**config.mk**
```make
export PLATFORM = sky130hd
export DESIGN_NAME = haar_stage_sequencer
export DESIGN_NICKNAME = d
export VERILOG_FILES = /design/src/rtl/haar_stage_sequencer.sv
export SDC_FILE = /design/constraint.sdc
export NUM_CORES = 1
export LEC_CHECK = 0
export CAP_MARGIN = 40
export CELL_PAD_IN_SITES_DETAIL_PLACEMENT = 1
export CELL_PAD_IN_SITES_GLOBAL_PLACEMENT = 2
export CORE_AREA = 2 2 150 123
export CTS_CLUSTER_DIAMETER = 150
export DETAILED_ROUTE_END_ITERATION = 16
export DIE_AREA = 0 0 152 125
export PLACE_DENSITY = 0.85
export SLEW_MARGIN = 15
export SYNTH_ARGS = -nofsm -noshare
export SYNTH_HDL_FRONTEND = slang
export SYNTH_SLANG_ARGS = --single-unit
```
**constraint.sdc**
```tcl
create_clock -name clk -period 2.9 [get_ports clk]
set_clock_uncertainty 0.2 [all_clocks]
set_input_delay 0.58 -clock clk [delete_from_list [all_inputs] [get_ports clk]]
set_output_delay 0.58 -clock clk [all_outputs]
set_load 0.05 [all_outputs]
```
**src/rtl/haar_stage_sequencer.sv**
```systemverilog
// Haar cascade stage sequencer: walks the cascade ROM stage by stage, streams
// classifier words with indices and strobes, and resolves the window verdict.
module haar_stage_sequencer #(
    parameter int unsigned DATA_WIDTH_12       = 12,
    parameter int unsigned ADDR_WIDTH          = 16,
    parameter int unsigned NUM_CLASSIFIERS     = 18,
    parameter int unsigned NUM_STAGE_THRESHOLD = 3,
    parameter int unsigned NUM_STAGES          = 25
) (
    input  logic                     clk,
    input  logic                     reset,
    input  logic                     start,
    input  logic [DATA_WIDTH_12-1:0] rom_data,
    input  logic                     candidate,
    output logic [ADDR_WIDTH-1:0]    rom_addr,
    output logic [DATA_WIDTH_12-1:0] data,
    output logic                     en_copy,
    output logic [DATA_WIDTH_12-1:0] index_classifier,
    output logic [DATA_WIDTH_12-1:0] index_tree,
    output logic [DATA_WIDTH_12-1:0] index_database,
    output logic                     calculate,
    output logic                     end_single_classifier,
    output logic                     end_tree,
    output logic                     end_all_classifier,
    output logic                     end_database,
    output logic                     clear_stage,
    output logic                     busy,
    output logic                     done,
    output logic                     face
);

    localparam int unsigned DW  = DATA_WIDTH_12;
    localparam int unsigned AW  = ADDR_WIDTH;
    localparam int unsigned WCW = (NUM_CLASSIFIERS > 1) ? $clog2(NUM_CLASSIFIERS) : 1;
    localparam int unsigned TCW = (NUM_STAGE_THRESHOLD > 1) ? $clog2(NUM_STAGE_THRESHOLD) : 1;

    typedef enum logic [3:0] {
        S_IDLE, S_HEADER, S_HWAIT, S_LOAD, S_CALC,
        S_TRAILER, S_ENDDB, S_EVAL, S_RESULT, S_DONE
    } state_t;

    typedef enum logic [2:0] {K_NONE, K_WORD, K_CALC, K_TRAIL, K_ENDDB} kind_t;

    // Address-side sequencing state
    state_t          state_q, state_d;
    logic [AW-1:0]   rom_addr_q, rom_addr_d;
    logic [WCW-1:0]  word_q, word_d;
    logic [TCW-1:0]  trail_q, trail_d;
    logic [DW-1:0]   tree_q, tree_d;
    logic [DW-1:0]   n_q, n_d;
    logic [1:0]      wait_q, wait_d;
    logic [DW-1:0]   stage_q, stage_d;
    logic            pass_q, pass_d;
    logic            busy_q, busy_d;
    logic            clear_stage_q, clear_stage_d;
    logic            done_q, done_d;
    logic            face_q, face_d;

    // Tag describing the word currently on rom_addr, and its copy aligned with rom_data
    kind_t           kind_a;
    logic            last_tree_a;
    kind_t           kind_b_q;
    logic [WCW-1:0]  idx_b_q;
    logic [DW-1:0]   tree_b_q;
    logic            last_tree_b_q;

    // Output-side registers, aligned with data
    logic [DW-1:0]   data_q, data_d;
    logic            en_copy_q, en_copy_d;
    logic [DW-1:0]   index_classifier_q, index_classifier_d;
    logic [DW-1:0]   index_tree_q, index_tree_d;
    logic            calculate_q, calculate_d;
    logic            end_single_q, end_single_d;
    logic            end_tree_q, end_tree_d;
    logic            end_all_q, end_all_d;
    logic            end_database_q, end_database_d;

    always_comb begin
        state_d       = state_q;
        rom_addr_d    = rom_addr_q;
        word_d        = word_q;
        trail_d       = trail_q;
        tree_d        = tree_q;
        n_d           = n_q;
        wait_d        = wait_q;
        stage_d       = stage_q;
        pass_d        = pass_q;
        busy_d        = busy_q;
        clear_stage_d = 1'b0;
        done_d        = 1'b0;
        face_d        = face_q;
        kind_a        = K_NONE;
        last_tree_a   = (tree_q == n_q - DW'(1));

        unique case (state_q)
            S_IDLE: begin
                if (start) begin
                    busy_d        = 1'b1;
                    rom_addr_d    = '0;
                    stage_d       = '0;
                    clear_stage_d = 1'b1;
                    face_d        = 1'b0;
                    state_d       = S_HEADER;
                end
            end
            S_HEADER: begin
                rom_addr_d = rom_addr_q + AW'(1);
                word_d     = '0;
                trail_d    = '0;
                tree_d     = '0;
                state_d    = S_HWAIT;
            end
            // Header word is on rom_data now; the next address is held until routed
            S_HWAIT: begin
                n_d     = rom_data;
                state_d = (rom_data == '0) ? S_TRAILER : S_LOAD;
            end
            S_LOAD: begin
                kind_a     = K_WORD;
                rom_addr_d = rom_addr_q + AW'(1);
                if (word_q == WCW'(NUM_CLASSIFIERS - 1)) begin
                    word_d  = '0;
                    state_d = S_CALC;
                end else begin
                    word_d = word_q + WCW'(1);
                end
            end
            S_CALC: begin
                kind_a = K_CALC;
                if (last_tree_a) begin
                    state_d = S_TRAILER;
                end else begin
                    tree_d  = (&tree_q) ? tree_q : tree_q + DW'(1);
                    state_d = S_LOAD;
                end
            end
            S_TRAILER: begin
                kind_a = K_TRAIL;
                if (trail_q == TCW'(NUM_STAGE_THRESHOLD - 1)) begin
                    state_d = S_ENDDB;
                end else begin
                    trail_d    = trail_q + TCW'(1);
                    rom_addr_d = rom_addr_q + AW'(1);
                end
            end
            S_ENDDB: begin
                kind_a  = K_ENDDB;
                wait_d  = '0;
                state_d = S_EVAL;
            end
            // Waits out the output pipeline so candidate is taken 2 cycles after end_database
            S_EVAL: begin
                wait_d = wait_q + 2'd1;
                if (wait_q == 2'd3) begin
                    pass_d  = candidate;
                    state_d = S_RESULT;
                end
            end
            S_RESULT: begin
                if (!pass_q) begin
                    face_d  = 1'b0;
                    state_d = S_DONE;
                end else if (stage_q == DW'(NUM_STAGES - 1)) begin
                    face_d  = 1'b1;
                    state_d = S_DONE;
                end else begin
                    stage_d       = stage_q + DW'(1);
                    clear_stage_d = 1'b1;
                    rom_addr_d    = rom_addr_q + AW'(1);
                    state_d       = S_HEADER;
                end
            end
            S_DONE: begin
                done_d  = 1'b1;
                busy_d  = 1'b0;
                state_d = S_IDLE;
            end
            default: state_d = S_IDLE;
        endcase
    end

    always_comb begin
        data_d             = rom_data;
        en_copy_d          = (kind_b_q == K_WORD);
        index_classifier_d = (kind_b_q == K_WORD) ? DW'(idx_b_q) : index_classifier_q;
        index_tree_d       = (kind_b_q == K_WORD || kind_b_q == K_CALC) ? tree_b_q : index_tree_q;
        calculate_d        = (kind_b_q == K_CALC);
        end_single_d       = (kind_b_q == K_WORD) && (idx_b_q == WCW'(NUM_CLASSIFIERS - 1));
        end_tree_d         = (kind_b_q == K_CALC) && last_tree_b_q;
        end_all_d          = (kind_b_q == K_TRAIL);
        end_database_d     = (kind_b_q == K_ENDDB);
    end

    always_ff @(posedge clk) begin
        if (reset) begin
            state_q            <= S_IDLE;
            rom_addr_q         <= '0;
            word_q             <= '0;
            trail_q            <= '0;
            tree_q             <= '0;
            n_q                <= '0;
            wait_q             <= '0;
            stage_q            <= '0;
            pass_q             <= 1'b0;
            busy_q             <= 1'b0;
            clear_stage_q      <= 1'b0;
            done_q             <= 1'b0;
            face_q             <= 1'b0;
            kind_b_q           <= K_NONE;
            idx_b_q            <= '0;
            tree_b_q           <= '0;
            last_tree_b_q      <= 1'b0;
            data_q             <= '0;
            en_copy_q          <= 1'b0;
            index_classifier_q <= '0;
            index_tree_q       <= '0;
            calculate_q        <= 1'b0;
            end_single_q       <= 1'b0;
            end_tree_q         <= 1'b0;
            end_all_q          <= 1'b0;
            end_database_q     <= 1'b0;
        end else begin
            state_q            <= state_d;
            rom_addr_q         <= rom_addr_d;
            word_q             <= word_d;
            trail_q            <= trail_d;
            tree_q             <= tree_d;
            n_q                <= n_d;
            wait_q             <= wait_d;
            stage_q            <= stage_d;
            pass_q             <= pass_d;
            busy_q             <= busy_d;
            clear_stage_q      <= clear_stage_d;
            done_q             <= done_d;
            face_q             <= face_d;
            kind_b_q           <= kind_a;
            idx_b_q            <= word_q;
            tree_b_q           <= tree_q;
            last_tree_b_q      <= last_tree_a;
            data_q             <= data_d;
            en_copy_q          <= en_copy_d;
            index_classifier_q <= index_classifier_d;
            index_tree_q       <= index_tree_d;
            calculate_q        <= calculate_d;
            end_single_q       <= end_single_d;
            end_tree_q         <= end_tree_d;
            end_all_q          <= end_all_d;
            end_database_q     <= end_database_d;
        end
    end

    assign rom_addr              = rom_addr_q;
    assign data                  = data_q;
    assign en_copy               = en_copy_q;
    assign index_classifier      = index_classifier_q;
    assign index_tree            = index_tree_q;
    assign index_database        = stage_q;
    assign calculate             = calculate_q;
    assign end_single_classifier = end_single_q;
    assign end_tree              = end_tree_q;
    assign end_all_classifier    = end_all_q;
    assign end_database          = end_database_q;
    assign clear_stage           = clear_stage_q;
    assign busy                  = busy_q;
    assign done                  = done_q;
    assign face                  = face_q;

endmodule

```
==> impl_metrics.ini <==
[status]
status = finished clean

[worst_setup_path]
endpoint = tree_q[7]
reg2reg_slack_ps = 190
crit_required_ps = 3050
endpoint_kind = register
startpoint_type = register
worstRegToRegCells = 10
crit_arrival_ps = 2860
r2r-end = tree_q[7]
crit_type = register to register
r2r_start = n_q[0]
cp_max_fo = 22
crit_path_start = n_q[0]

[placed_design]
dp_hpwl_mm = 10.1
place_ws_ps = 176
gp_congestion = 0.825
port_buffers = 82

[final_layout]
drive_above_1_share = 0.0871
final_core_util = 0.408
n_fill_cell = 2021
fin_nets = 735
antennaDiodeCount = 0
syn2layout_area_growth_pct = 31.2

[pwr]
pwr_density_cell_nw_per_um2 = 643
power_uw = 4630
ir_drop_v = 0.000367
leakagePower_uw = 0.00259

[cts]
clockBufferDepth = 2
cts_tree = yes
clk_latency_ps = 420
cts_root_buf = clkbuf_16
cts_inserted_buffers = 17
ctsResizeCount = 0
htreeDepth = 4
post-cts-setup-buffer-count = 0
cts_hold_repair.buffers = 0
clk_pin_slew_ps = 60
cts_sinks = 126

[synthesis]
synthTopCellsByArea = dfxtp_1 (46%), nor2_1 (5.3%), a21oi_1 (4.1%)
async_flop_share = 0
synth_area_per_cell_sq_um = 8.80
synth_largest_type_area_fraction = 0.459
synth-seq-cells = 126
synth_most_common_cell = dfxtp_1
postSynthCellCount = 625
synth_flop_cell = dfxtp_1
synth_cell_type_count = 61
yosysWarnings = 0
synth_edf_count = 0
synthTopCellsByCount = dfxtp_1 (126), nor2_1 (78), nand2_1 (54)
synth_top_area_cell = dfxtp_1
synth_area_sq_um = 5500
ys_seq_area_frac = 0.459

[sta]
final_hold_viol_count = 0
setup_violations = 0
grt_setup_unrepaired = false
fmax_mhz = 369
finalMaxSlewViolations = 0
finalWorstSetupSlack_ps = 188
holdWs_ps = 263
tightest_slew_ps = 725
final.min_clock_period_ps = 2710
tns_ps = 0
period_share = 0.935
max_slew_margin = 0.512

[global_route]
grt_max_degree = 91
gr-total-overflow = 0
grt_pass1_wl_mm = 23.8
grtUsageTotal = 0.152
antenna_found_initial = 0
first_global_vias = 4875

[floorplanning]
start_util = 0.311
rows = 44
fp.dieArea_sq_um = 19000
fp.dieH_microns = 125
ios = 90
core-area_sq_um = 17700
die_w_microns = 152

[min_path]
hp-class = register to register

[routing]
drtIter0Drc = 211
antenna_left = 0
vias = 4716
detail_route.wl_per_cell_microns = 14.9
drc = 0
firstDrtPassIters = 4
drt-total-wl_mm = 14.2
vias_per_cell = 4.95

[flow_run]
maxCapViolations = 0
[worst max-delay path, stage by stage, from the launching register on]
cell	delay (ps)
dfxtp_1	360
inv_1	80
ha_1	220
nor4b_4	360
a2111o_1	210
nand3_1	100
o22ai_2	190
nor4_2	70
buf_4	210
or4_1	480
a21oi_1	160
[registers in the layout (all words and copies together), names as in the netlist, 2 cells and up]
signal / count
data: 12
idx_b_q: 5
index_classifier: 5
index_database: 12
index_tree: 12
kind_b_q: 3
n_q: 12
rom_addr: 16
state_q: 4
trail_q: 2
tree_b_q: 12
tree_q: 12
wait_q: 2
word_q: 5
[worst min-delay path by stage]
stage | startpoint | to | slack, ps | cells after the start
2_1_floorplan | last_tree_b_q | end_tree | 210 | 1
3_3_place_gp | last_tree_b_q | end_tree | 230 | 1
3_5_place_dp | last_tree_b_q | end_tree | 250 | 1
4_1_cts | last_tree_b_q | end_tree | 260 | 1
5_1_grt | last_tree_b_q | end_tree | 260 | 1
6_report | last_tree_b_q | end_tree | 260 | 1
[cells in the final DEF (no fill, tap or decap), drive strengths merged, types with 17 or more instances in the layout]
cell | netlist | layout
a21oi | 46 | 46
buf | 19 | 18
clkbuf | 20 | 17
clkdlybuf4s50 | 0 | 81
dfxtp | 126 | 126
inv | 16 | 24
mux2i | 21 | 21
nand2 | 54 | 54
nor2 | 78 | 78
nor2b | 35 | 35
o21ai | 23 | 23
xor2 | 17 | 17
[cell families (layout without fill, tap and decap cells)]
kind of cell / Yosys count / in the layout / share of synthesized area
AND/OR/NAND/NOR: 284 / 284 / 0.277
flip-flops: 126 / 126 / 0.459
AO/OA/AOI/OAI: 96 / 96 / 0.105
buffers and inverters: 55 / 147 / 0.0469
XOR/XNOR: 33 / 33 / 0.0526
multiplexers: 21 / 21 / 0.0382
adder cells (fa/ha/maj): 9 / 9 / 0.0205
other: 1 / 7 / 0.000682
[final cells by class]
type,count,area (sq um),share of cell area
flip-flops and latches,126,2520,0.350
clock buffers,17,425,0.0590
well taps,230,288,0.0399
repair buffers,99,956,0.133
inverters,16,60.1,0.00833
multi-input cells,450,2740,0.380
clock inverters,15,220,0.0305
[where the power goes]
part / total (uW) / leakage, uW / internal (uW) / switching, uW
clock: 2340 / 0.000319 / 1470 / 872
combinational: 484 / 0.00125 / 183 / 301
sequential: 1810 / 0.00102 / 1770 / 44.6
total: 4630 / 0.00259 / 3420 / 1220
[metal layers]
layer | vias to the layer above | GRT usage | wire length (microns)
met1 | 2265 | 0.194 | 6920
met2 | 100 | 0.242 | 6330
met5 | - | 0 | 0
met4 | 0 | 0.0616 | 253
li1 | 2330 | - | -
met3 | 21 | 0.0451 | 736
[through the flow]
stage / instances / cell area, sq um
after global placement: 921 / 6570
final: 953 / 7210
after global routing: 953 / 7210
after CTS: 953 / 7210
after floorplan: 631 / 5520
after detailed placement: 921 / 6570
Power figures use the tool's default switching activity.
